File: src/rtl/missile_pkg.sv
// Shared types and constants for the missile bus sequencer.
package missile_pkg;

    typedef enum logic [1:0] {
        IDLE,
        VID1,
        VID2,
        CPU
    } seq_state_t;

    localparam logic [15:0] RAM_TOP_DEFAULT = 16'h4000;
    localparam int unsigned PH_DECIDE       = 1;
    localparam int unsigned PH_CPU_FIRST    = 2;

endpackage

File: src/rtl/missile_watchdog.sv
// Frame-count watchdog: fires a fixed-length reset pulse after too many unkicked vblanks.
module missile_watchdog #(
    parameter int unsigned WDOG_FRAMES = 8,
    parameter int unsigned WDOG_PULSE  = 16
) (
    input  logic clk_10M,
    input  logic reset_n,
    input  logic pause,
    input  logic vblank_start,
    input  logic wdog_clear,
    output logic wdog_reset
);

    localparam int unsigned FW = $clog2(WDOG_FRAMES + 1);
    localparam int unsigned PW = $clog2(WDOG_PULSE + 1);

    logic [FW-1:0] frame_cnt;
    logic [PW-1:0] pulse_cnt;

    // Counting and kicks are both ignored while a pulse is in flight.
    always_ff @(posedge clk_10M or negedge reset_n) begin
        if (!reset_n) begin
            frame_cnt  <= '0;
            pulse_cnt  <= '0;
            wdog_reset <= 1'b0;
        end else if (pulse_cnt != '0) begin
            pulse_cnt  <= pulse_cnt - PW'(1);
            wdog_reset <= (pulse_cnt > PW'(1));
            frame_cnt  <= '0;
        end else if (wdog_clear) begin
            frame_cnt <= '0;
        end else if (vblank_start && !pause) begin
            if (frame_cnt == FW'(WDOG_FRAMES - 1)) begin
                frame_cnt  <= '0;
                pulse_cnt  <= PW'(WDOG_PULSE);
                wdog_reset <= 1'b1;
            end else begin
                frame_cnt <= frame_cnt + FW'(1);
            end
        end
    end

endmodule

File: src/rtl/missile_bus_sequencer.sv
// CPU phase generator and shared-RAM arbiter (video priority, phi_0 stretch), plus watchdog.
module missile_bus_sequencer
    import missile_pkg::*;
#(
    parameter int unsigned DIV         = 8,
    parameter int unsigned MAX_STRETCH = 4,
    parameter logic [15:0] RAM_TOP     = RAM_TOP_DEFAULT,
    parameter int unsigned WDOG_FRAMES = 8,
    parameter int unsigned WDOG_PULSE  = 16
) (
    input  logic        clk_10M,
    input  logic        reset_n,
    input  logic        pause,
    input  logic        vblank_start,
    input  logic [15:0] cpu_addr,
    input  logic        cpu_rw,
    input  logic        wdog_clear,
    input  logic        vid_req,
    input  logic [13:0] vid_addr,
    output logic        s_phi_x,
    output logic        s_phi_extend,
    output logic [13:0] ram_addr,
    output logic        ram_sel_vid,
    output logic        ram_we_n,
    output logic        vid_ack,
    output logic        wdog_reset
);

    localparam int unsigned PHW = $clog2(DIV);
    localparam int unsigned SW  = $clog2(MAX_STRETCH + 1);

    localparam logic [PHW-1:0] PH_LAST     = PHW'(DIV - 1);
    localparam logic [PHW-1:0] PH_HALF     = PHW'(DIV / 2);
    localparam logic [PHW-1:0] PH_CPU_LAST = PHW'(DIV / 2 - 1);
    localparam logic [PHW-1:0] PH_DEC      = PHW'(PH_DECIDE);
    localparam logic [PHW-1:0] PH_CPU_LO   = PHW'(PH_CPU_FIRST);

    seq_state_t     state, state_nx;
    logic [PHW-1:0] ph_cnt, ph_nx;
    logic [SW-1:0]  stretch_cnt;
    logic           cpu_pend, pend_nx, pend_now;
    logic           decide, cap, freeze;

    // Next-state: the CPU slot is claimed once per cycle at the decision phase.
    always_comb begin
        decide   = (ph_cnt == PH_DEC) && !cpu_pend && (state != CPU);
        pend_now = cpu_pend || (decide && (cpu_addr < RAM_TOP));
        cap      = (stretch_cnt >= SW'(MAX_STRETCH));
        state_nx = state;
        pend_nx  = pend_now;
        case (state)
            IDLE: begin
                if (pend_now && (cap || !vid_req)) begin
                    state_nx = CPU;
                    pend_nx  = 1'b0;
                end else if (vid_req) begin
                    state_nx = VID1;
                end
            end
            VID1: state_nx = VID2;
            VID2: begin
                if (pend_now) begin
                    state_nx = CPU;
                    pend_nx  = 1'b0;
                end else begin
                    state_nx = IDLE;
                end
            end
            CPU: begin
                if (ph_cnt >= PH_CPU_LAST) state_nx = vid_req ? VID1 : IDLE;
            end
            default: state_nx = IDLE;
        endcase
        // Phase holds at the decision point while a waiting CPU is locked out by video.
        freeze = pend_nx && ((state_nx == VID1) || (state_nx == VID2));
        if (freeze)                 ph_nx = ph_cnt;
        else if (ph_cnt == PH_LAST) ph_nx = '0;
        else                        ph_nx = ph_cnt + PHW'(1);
    end

    always_ff @(posedge clk_10M or negedge reset_n) begin
        if (!reset_n) begin
            state        <= IDLE;
            ph_cnt       <= '0;
            cpu_pend     <= 1'b0;
            stretch_cnt  <= '0;
            s_phi_x      <= 1'b0;
            s_phi_extend <= 1'b0;
            ram_addr     <= '0;
            ram_sel_vid  <= 1'b0;
            ram_we_n     <= 1'b1;
            vid_ack      <= 1'b0;
        end else begin
            state    <= state_nx;
            ph_cnt   <= ph_nx;
            cpu_pend <= pend_nx;
            if (ph_cnt == PH_LAST && !freeze) stretch_cnt <= '0;
            else if (freeze && !cap)          stretch_cnt <= stretch_cnt + SW'(1);
            s_phi_x      <= (ph_nx < PH_HALF);
            s_phi_extend <= freeze;
            ram_sel_vid  <= (state_nx == VID1) || (state_nx == VID2);
            vid_ack      <= (state_nx == VID2);
            ram_we_n     <= !((state_nx == CPU) && (ph_nx >= PH_CPU_LO) &&
                              (ph_nx < PH_HALF) && !cpu_rw);
            if (state_nx == VID1)     ram_addr <= vid_addr;
            else if (state_nx == CPU) ram_addr <= cpu_addr[13:0];
        end
    end

    missile_watchdog #(
        .WDOG_FRAMES (WDOG_FRAMES),
        .WDOG_PULSE  (WDOG_PULSE)
    ) u_watchdog (
        .clk_10M      (clk_10M),
        .reset_n      (reset_n),
        .pause        (pause),
        .vblank_start (vblank_start),
        .wdog_clear   (wdog_clear),
        .wdog_reset   (wdog_reset)
    );

endmodule

File: config.mk
export PLATFORM = sky130hd
export DESIGN_NAME = missile_bus_sequencer
export DESIGN_NICKNAME = d
export VERILOG_FILES = /design/src/rtl/missile_pkg.sv /design/src/rtl/missile_watchdog.sv /design/src/rtl/missile_bus_sequencer.sv
export SDC_FILE = /design/constraint.sdc
export NUM_CORES = 1
export LEC_CHECK = 0
export ABC_AREA = 1
export BUFFER_PORTS_ARGS = -buffer_cell sky130_fd_sc_hd__clkbuf_2
export CELL_PAD_IN_SITES_DETAIL_PLACEMENT = 1
export CELL_PAD_IN_SITES_GLOBAL_PLACEMENT = 2
export CORE_MARGIN = 2
export CORE_UTILIZATION = 31
export DETAILED_ROUTE_END_ITERATION = 10
export HOLD_SLACK_MARGIN = 0.1
export PLACE_DENSITY_LB_ADDON = 0.15
export SLEW_MARGIN = 20
export SYNTH_ARGS = -nofsm -noshare
export SYNTH_HDL_FRONTEND = slang
export SYNTH_HIERARCHICAL = 1
export SYNTH_SLANG_ARGS = --single-unit
File: constraint.sdc
create_clock -name clk_10M -period 3.4 [get_ports clk_10M]
set_clock_uncertainty 0.2 [all_clocks]
set_input_delay 0.68 -clock clk_10M [delete_from_list [all_inputs] [get_ports clk_10M]]
set_output_delay 0.68 -clock clk_10M [all_outputs]
set_load 0.01 [all_outputs]
# Word level (Yosys, flattened, before mapping)
# Index checks and enable logic that the tools add are counted.
[op_classes]
add_sub_neg = 4
div_mod_pow = 0
n_reduce_logical = 29
n_shift = 0
bitwise_logic = 0
muxes = 26
eq_ne = 11
multipliers = 0
magnitude_cmp = 6
[op_table]
columns = ["cell", "n"]
rows = [
  ["two-way mux 14 bit", 2],
  ["two-way mux 5 bit", 4],
  ["less-than comparator 16 x 15 -> 1 bit (second input constant)", 1],
  ["two-way mux 4 bit", 4],
  ["two-way mux 3 bit", 4],
  ["logical AND 1 bit", 11],
  ["equality test 2 bit (second input constant)", 4],
  ["two-way mux 2 bit", 4],
  ["case mux 2 bit (4 select lines)", 1],
  ["nonzero test 2 bit", 4],
  ["zero test 1 bit", 7],
  ["adder 3 x 1 -> 3 bit (second input constant)", 2],
  [">= comparator 3 x 2 -> 1 bit (second input constant)", 2],
  ["two-way mux 1 bit", 6],
  ["> comparator 5 x 1 -> 1 bit (second input constant)", 1],
  ["nonzero test 5 bit", 1],
  ["subtractor 5 x 1 -> 5 bit (second input constant)", 1],
  ["adder 4 x 1 -> 4 bit (second input constant)", 1],
  ["equality test 2 x 1 -> 1 bit (second input constant)", 2],
  ["equality test 4 x 3 -> 1 bit (second input constant)", 1],
  ["equality test 3 x 1 -> 1 bit (second input constant)", 1],
  ["equality test 3 bit (second input constant)", 1],
  [">= comparator 3 bit (second input constant)", 1],
  ["logical OR 1 bit", 3],
  ["other kinds (7)", 7],
]
[word_totals]
mem_bits_rw = 0
latch_bits = 0
in_bits = 37
reg_bits = 38
n_memories = 0
out_inout_bits = 20
romBits = 0
word_cells = 89

# Logic depth before layout (Yosys ltp)
[logic_depth]
ltp_word = 17
mapped_depth = 16
depth_no_buf = 15

# By module
# Netlist, hierarchy kept.
[modules_own_cells]
columns = ["mod", "cells_per_inst", "area_each_um2", "seq_area_each_um2", "n_inst"]
rows = [
  ["missile_bus_sequencer", 165, 1535.2, 701.9, 1],
  ["missile_watchdog", 84, 631.9, 250.2, 1],
]

# Worst setup path after synthesis
# OpenSTA, ideal clock, no wires.
[synth_timing]
path_kind = "reg-to-reg"
from = "register ph_cnt[0]"
to = "register ram_addr[4]"
period_less_slack_ps = 2674
setup_time_ps = 117
n_path_buf = 2
path_stages_with_launch = 14
setup_slack_ps = 726
t_arrival_ps = 2357
cell_sequence = "dfrtp_1 -> ha_1 -> ha_1 -> inv_1 -> nand3_1 -> a21oi_2 -> inv_2 -> nand3_4 -> buf_6 -> ha_1 -> buf_2 -> mux2_2 -> nand2_1 -> nand2_1"
[synth_via]
elab_chain_cells = 10
elab_cells_between_ends = 15
cone_classes = "1 x order compare; 3 x eq/ne; 5 x mux; 6 x reduce/logical"
[synth_lines]
columns = ["item", "line_no", "text"]
rows = [
  ["from (decl)", "missile_bus_sequencer.sv:39", "logic [PHW-1:0] ph_cnt, ph_nx;"],
  ["from (signal assigned)", "missile_bus_sequencer.sv:95", "ph_cnt <= ph_nx;"],
  ["equality test 3 x 1 -> 1 bit", "missile_bus_sequencer.sv:46", "decide = (ph_cnt == PH_DEC) && !cpu_pend && (state != CPU);"],
  ["logical AND 1 bit (2 in series)", "missile_bus_sequencer.sv:46", ""],
  ["logical AND 1 bit", "missile_bus_sequencer.sv:47", "pend_now = cpu_pend || (decide && (cpu_addr < RAM_TOP));"],
  ["logical OR 1 bit", "missile_bus_sequencer.sv:47", ""],
  ["logical AND 1 bit", "missile_bus_sequencer.sv:53", "if (pend_now && (cap || !vid_req)) begin"],
  ["two-way mux 2 bit", "missile_bus_sequencer.sv:53", ""],
  ["case mux 2 bit (4 select lines) *", "missile_bus_sequencer.sv:51", "case (state)"],
  ["via state_nx[0]", "missile_bus_sequencer.sv:38", "seq_state_t state, state_nx;"],
  ["equality test 2 x 1 -> 1 bit or equality test 2 bit (tied branches)", "missile_bus_sequencer.sv:105, missile_bus_sequencer.sv:106", ""],
  ["two-way mux 14 bit or nonzero test 2 bit (tied branches)", "--", ""],
  ["to (signal assigned)", "missile_bus_sequencer.sv:105", "if (state_nx == VID1) ram_addr <= vid_addr;"],
  ["to (signal assigned)", "missile_bus_sequencer.sv:106", "else if (state_nx == CPU) ram_addr <= cpu_addr[13:0];"],
  ["to (decl)", "missile_bus_sequencer.sv:22", "output logic [13:0] ram_addr,"],
]
# Mark *: on every way through the listed nets, which the timed path passes. The rest lies on a longest branch.
# A chain may end at the register's enable or synchronous reset.

# Worst setup path in the final report
[layout_timing]
from = "register ph_cnt[0]"
to = "register ram_addr[13]"
[layout_via]
elab_chain_cells = 10
elab_cells_between_ends = 15
cone_classes = "1 x order compare; 3 x eq/ne; 5 x mux; 6 x reduce/logical"
[layout_lines]
columns = ["item", "line_no"]
rows = [
  ["equality test 3 x 1 -> 1 bit", "missile_bus_sequencer.sv:46"],
  ["logical AND 1 bit (2 in series)", "missile_bus_sequencer.sv:46"],
  ["logical AND 1 bit", "missile_bus_sequencer.sv:47"],
  ["logical OR 1 bit", "missile_bus_sequencer.sv:47"],
  ["logical AND 1 bit", "missile_bus_sequencer.sv:53"],
  ["two-way mux 2 bit", "missile_bus_sequencer.sv:53"],
  ["case mux 2 bit (4 select lines) *", "missile_bus_sequencer.sv:51"],
  ["equality test 2 x 1 -> 1 bit or equality test 2 bit (tied branches)", "missile_bus_sequencer.sv:105, missile_bus_sequencer.sv:106"],
  ["two-way mux 14 bit or nonzero test 2 bit (tied branches)", "--"],
]
# Mark *: on every way between the ends. The rest lies on a longest branch, timed or not.

==> flow_summary.yaml <==
sta:
  rsz0062_at_grt: "false"
  period_needed_ps: 2998
  finalCritPeriodShare_pct: 88.18
  fmax_ghz: 0.3335
  slew_violations: 0
  hold_viol_final: 0
  fin_setup_tns_ps: 0
  worst_pin_slew_ps: 900.1
  slew_headroom_pct: 39.99
  setup_violations: 0
power_and_ir_drop:
  max-vdd-ir-drop_mv: 0.2694
  totalPowerFinal_mw: 2.167
  leakagePower_nw: 1.431
  clockPowerShare_pct: 14.9
  sw_frac_of_total_pct: 43.85
  combPwrFrac_pct: 50.1
  power.density_nw_per_um2: 828.9
  seqPwrFrac_pct: 35.0
  power.internal_mw: 1.217
  p_sw_mw: 0.9504
synthesis:
  synth_area_um2: 2167
  synth.avg_cell_area_um2: 8.703
  syn_nets: 299
  yosysSeqAreaShare_pct: 43.94
  syn_inst: 249
  ys_seq_elements: 38
  ys_warn_count: 6
  synth.distinct_cells: 25
floorplan:
  pin_count: 57
  dieArea_um2: 7676
  core_area_um2: 6794
  start_util_pct: 31.90
  die-width_um: 87.61
  rows: 30
  die_h_um: 87.61
layout:
  drive_gt1_share_pct: 33.77
  n_antenna_cell: 0
  syn_to_final_growth_pct: 20.67
  nNetsFinal: 357
  n_fill_cell: 834
global_routing:
  grt_pass1_wl_um: 8162
  grt_overflow: 0
  track_usage_pct: 13.79
  grt_max_degree: 39
  first_global_vias: 1711
  antenna_found_initial: 0
clock_tree:
  clk_latency_ps: 280
  htreeDepth: 2
  cts_buffers: 5
  cts.sink_count: 38
  cts_tree: "yes"
  cts.reportedPaths.clkPinSlew_ps: 80
  post-cts-setup-buffer-count: 0
  cts-resized-gates: 0
  holdBufCountCts: 0
  root_buffer: "clkbuf_8"
  cts_buffer_depth: 2
setup_path:
  r2r-start: "ph_cnt[0]"
  start_kind: "flop"
  crit_arrival_ps: 2980
  critical_path_required_ps: 3380
  r2r-end: "ram_addr[13]"
  critPathKind: "reg2reg"
  crit_start: "ph_cnt[0]"
  r2r_setup_slack_ps: 400
  reg2reg_depth: 11
  crit_fanout: 18
  end_kind: "flop"
  critPathCapture: "ram_addr[13]"
job:
  maxCapViolCount: 0
place:
  io_buffers: 56
  place.gp.congestion: 0.7084
  dpl.hpwl_um: 3750
route:
  vias: 1779
  drt_iter0_markers: 41
  ant_nets: 0
  viasPerCell: 4.403
  wl_per_cell_um: 12.48
  drt-total-wl_um: 5042
  drt-pass1-iter-count: 6
  drc_errors: 0
worst_hold_path:
  hold_class: "reg2reg"
status:
  status: "complete, no violations"
==> power by group through the flow <==
stage / Clock (mW) / Combinational, mW / Sequential, mW
after floorplan: 0 / 0.767 / 0.798
after global placement: 0 / 1.10 / 0.767
after detailed placement: 0 / 1.12 / 0.770
after CTS: 0.345 / 1.12 / 0.762
after global routing: 0.362 / 1.26 / 0.785
final: 0.324 / 1.09 / 0.758
==> cell usage after synthesis <==
cell type	instances	share of area, %
buf_2	2	0.46
nand2_2	5	1.4
ha_1	13	7.5
a21oi_1	5	1.2
o21ai_1	2	0.46
nand4_1	8	2.3
or2_1	2	0.58
nor2_1	10	1.7
nand3_2	4	1.8
nand3_4	1	0.81
nand2_4	2	1.0
inv_2	7	1.2
nand3_1	26	6.0
dfstp_2	1	1.2
inv_1	27	4.7
xor2_1	2	0.81
mux2_2	14	7.3
o21ai_0	1	0.23
dfrtp_1	37	43
buf_6	3	1.6
a21oi_4	1	0.75
o21bai_2	1	0.52
a21oi_2	1	0.40
nand2_1	70	12
nor2_2	4	1.2
==> cell usage in the layout, fill, tap and decap left out, drive strengths merged <==
master / n
a21oi: 7
o21ai: 3
o21bai: 1
xor2: 2
nand3: 31
dfrtp: 37
nor2: 14
clkbuf: 62
nand2: 77
buf: 1
nand4: 8
clkinv: 1
ha: 13
mux2: 14
inv: 34
dfstp: 1
or2: 2
==> final cells by class <==
class | count | area (um2) | share of cell area (%)
multi-input combinational | 172 | 1044 | 39.90
inverter | 34 | 127.6 | 4.880
clock inverter | 1 | 5.005 | 0.1914
timing repair buffer | 56 | 280.3 | 10.72
sequential | 38 | 952.2 | 36.41
clock buffer | 7 | 86.33 | 3.301
tap | 96 | 120.1 | 4.593
==> logic make-up after synthesis <==
logic type / after synthesis / synth area share (%)
buf+inv: 39 / 7.910
simple gates: 132 / 29.04
mux: 14 / 7.275
flops: 38 / 43.94
xor+xnor: 2 / 0.8085
fa+ha+maj: 13 / 7.506
compound gates: 11 / 3.522
==> routing by layer <==
metal	share of wire [%]	track usage, %	vias up
met5	0	0	-
met4	0.75	4.615	0
met3	4.2	3.487	2
met2	49	22.31	38
met1	46	18.04	826
li1	-	-	913
==> worst max-delay path, cell delays in order (launching register included) <==
cell and delay (ps):
dfrtp_1 440, ha_1 250, ha_1 180, inv_1 50, nand3_1 110, a21oi_2 240, inv_2 70, nand3_4 210
ha_1 610, mux2_2 410, nand2_1 60, nand2_1 60
==> metrics by stage <==
| step | cells | instance area, um2 | setup WS (ps) | util (%) | hold WS, ps |
|---|---|---|---|---|---|
| after floorplan | 249 | 2167 | 725.7 | - | 184.4 |
| after global placement | 396 | 2524 | 427.5 | 37.15 | 283.2 |
| after detailed placement | 396 | 2524 | 378.6 | 37.15 | 291.7 |
| after CTS | 404 | 2615 | 348.6 | 38.49 | 309.0 |
| after global routing | 404 | 2615 | 176.8 | 38.49 | 330.6 |
| final | 404 | 2615 | 401.9 | 38.49 | 299.4 |
==> worst min path at each step <==
stage / end / cells past startpoint / slack [ps] / start
floorplan: cpu_pend / 0 / 180 / reset_n
global placement: ram_addr[2] / 2 / 280 / ram_addr[2]
detailed placement: ram_addr[9] / 2 / 290 / ram_addr[9]
CTS: ram_addr[9] / 2 / 310 / ram_addr[9]
global route: ram_addr[4] / 2 / 330 / ram_addr[4]
finish: ram_addr[9] / 2 / 300 / ram_addr[9]
==> sequential cells by signal (all words and copies together), names as in the netlist, 2 cells and up <==
signal,flops
ph_cnt,3
ram_addr,14
state,2
stretch_cnt,3
u_watchdog/frame_cnt,4
u_watchdog/pulse_cnt,5
(Power assumes the default switching activity.)
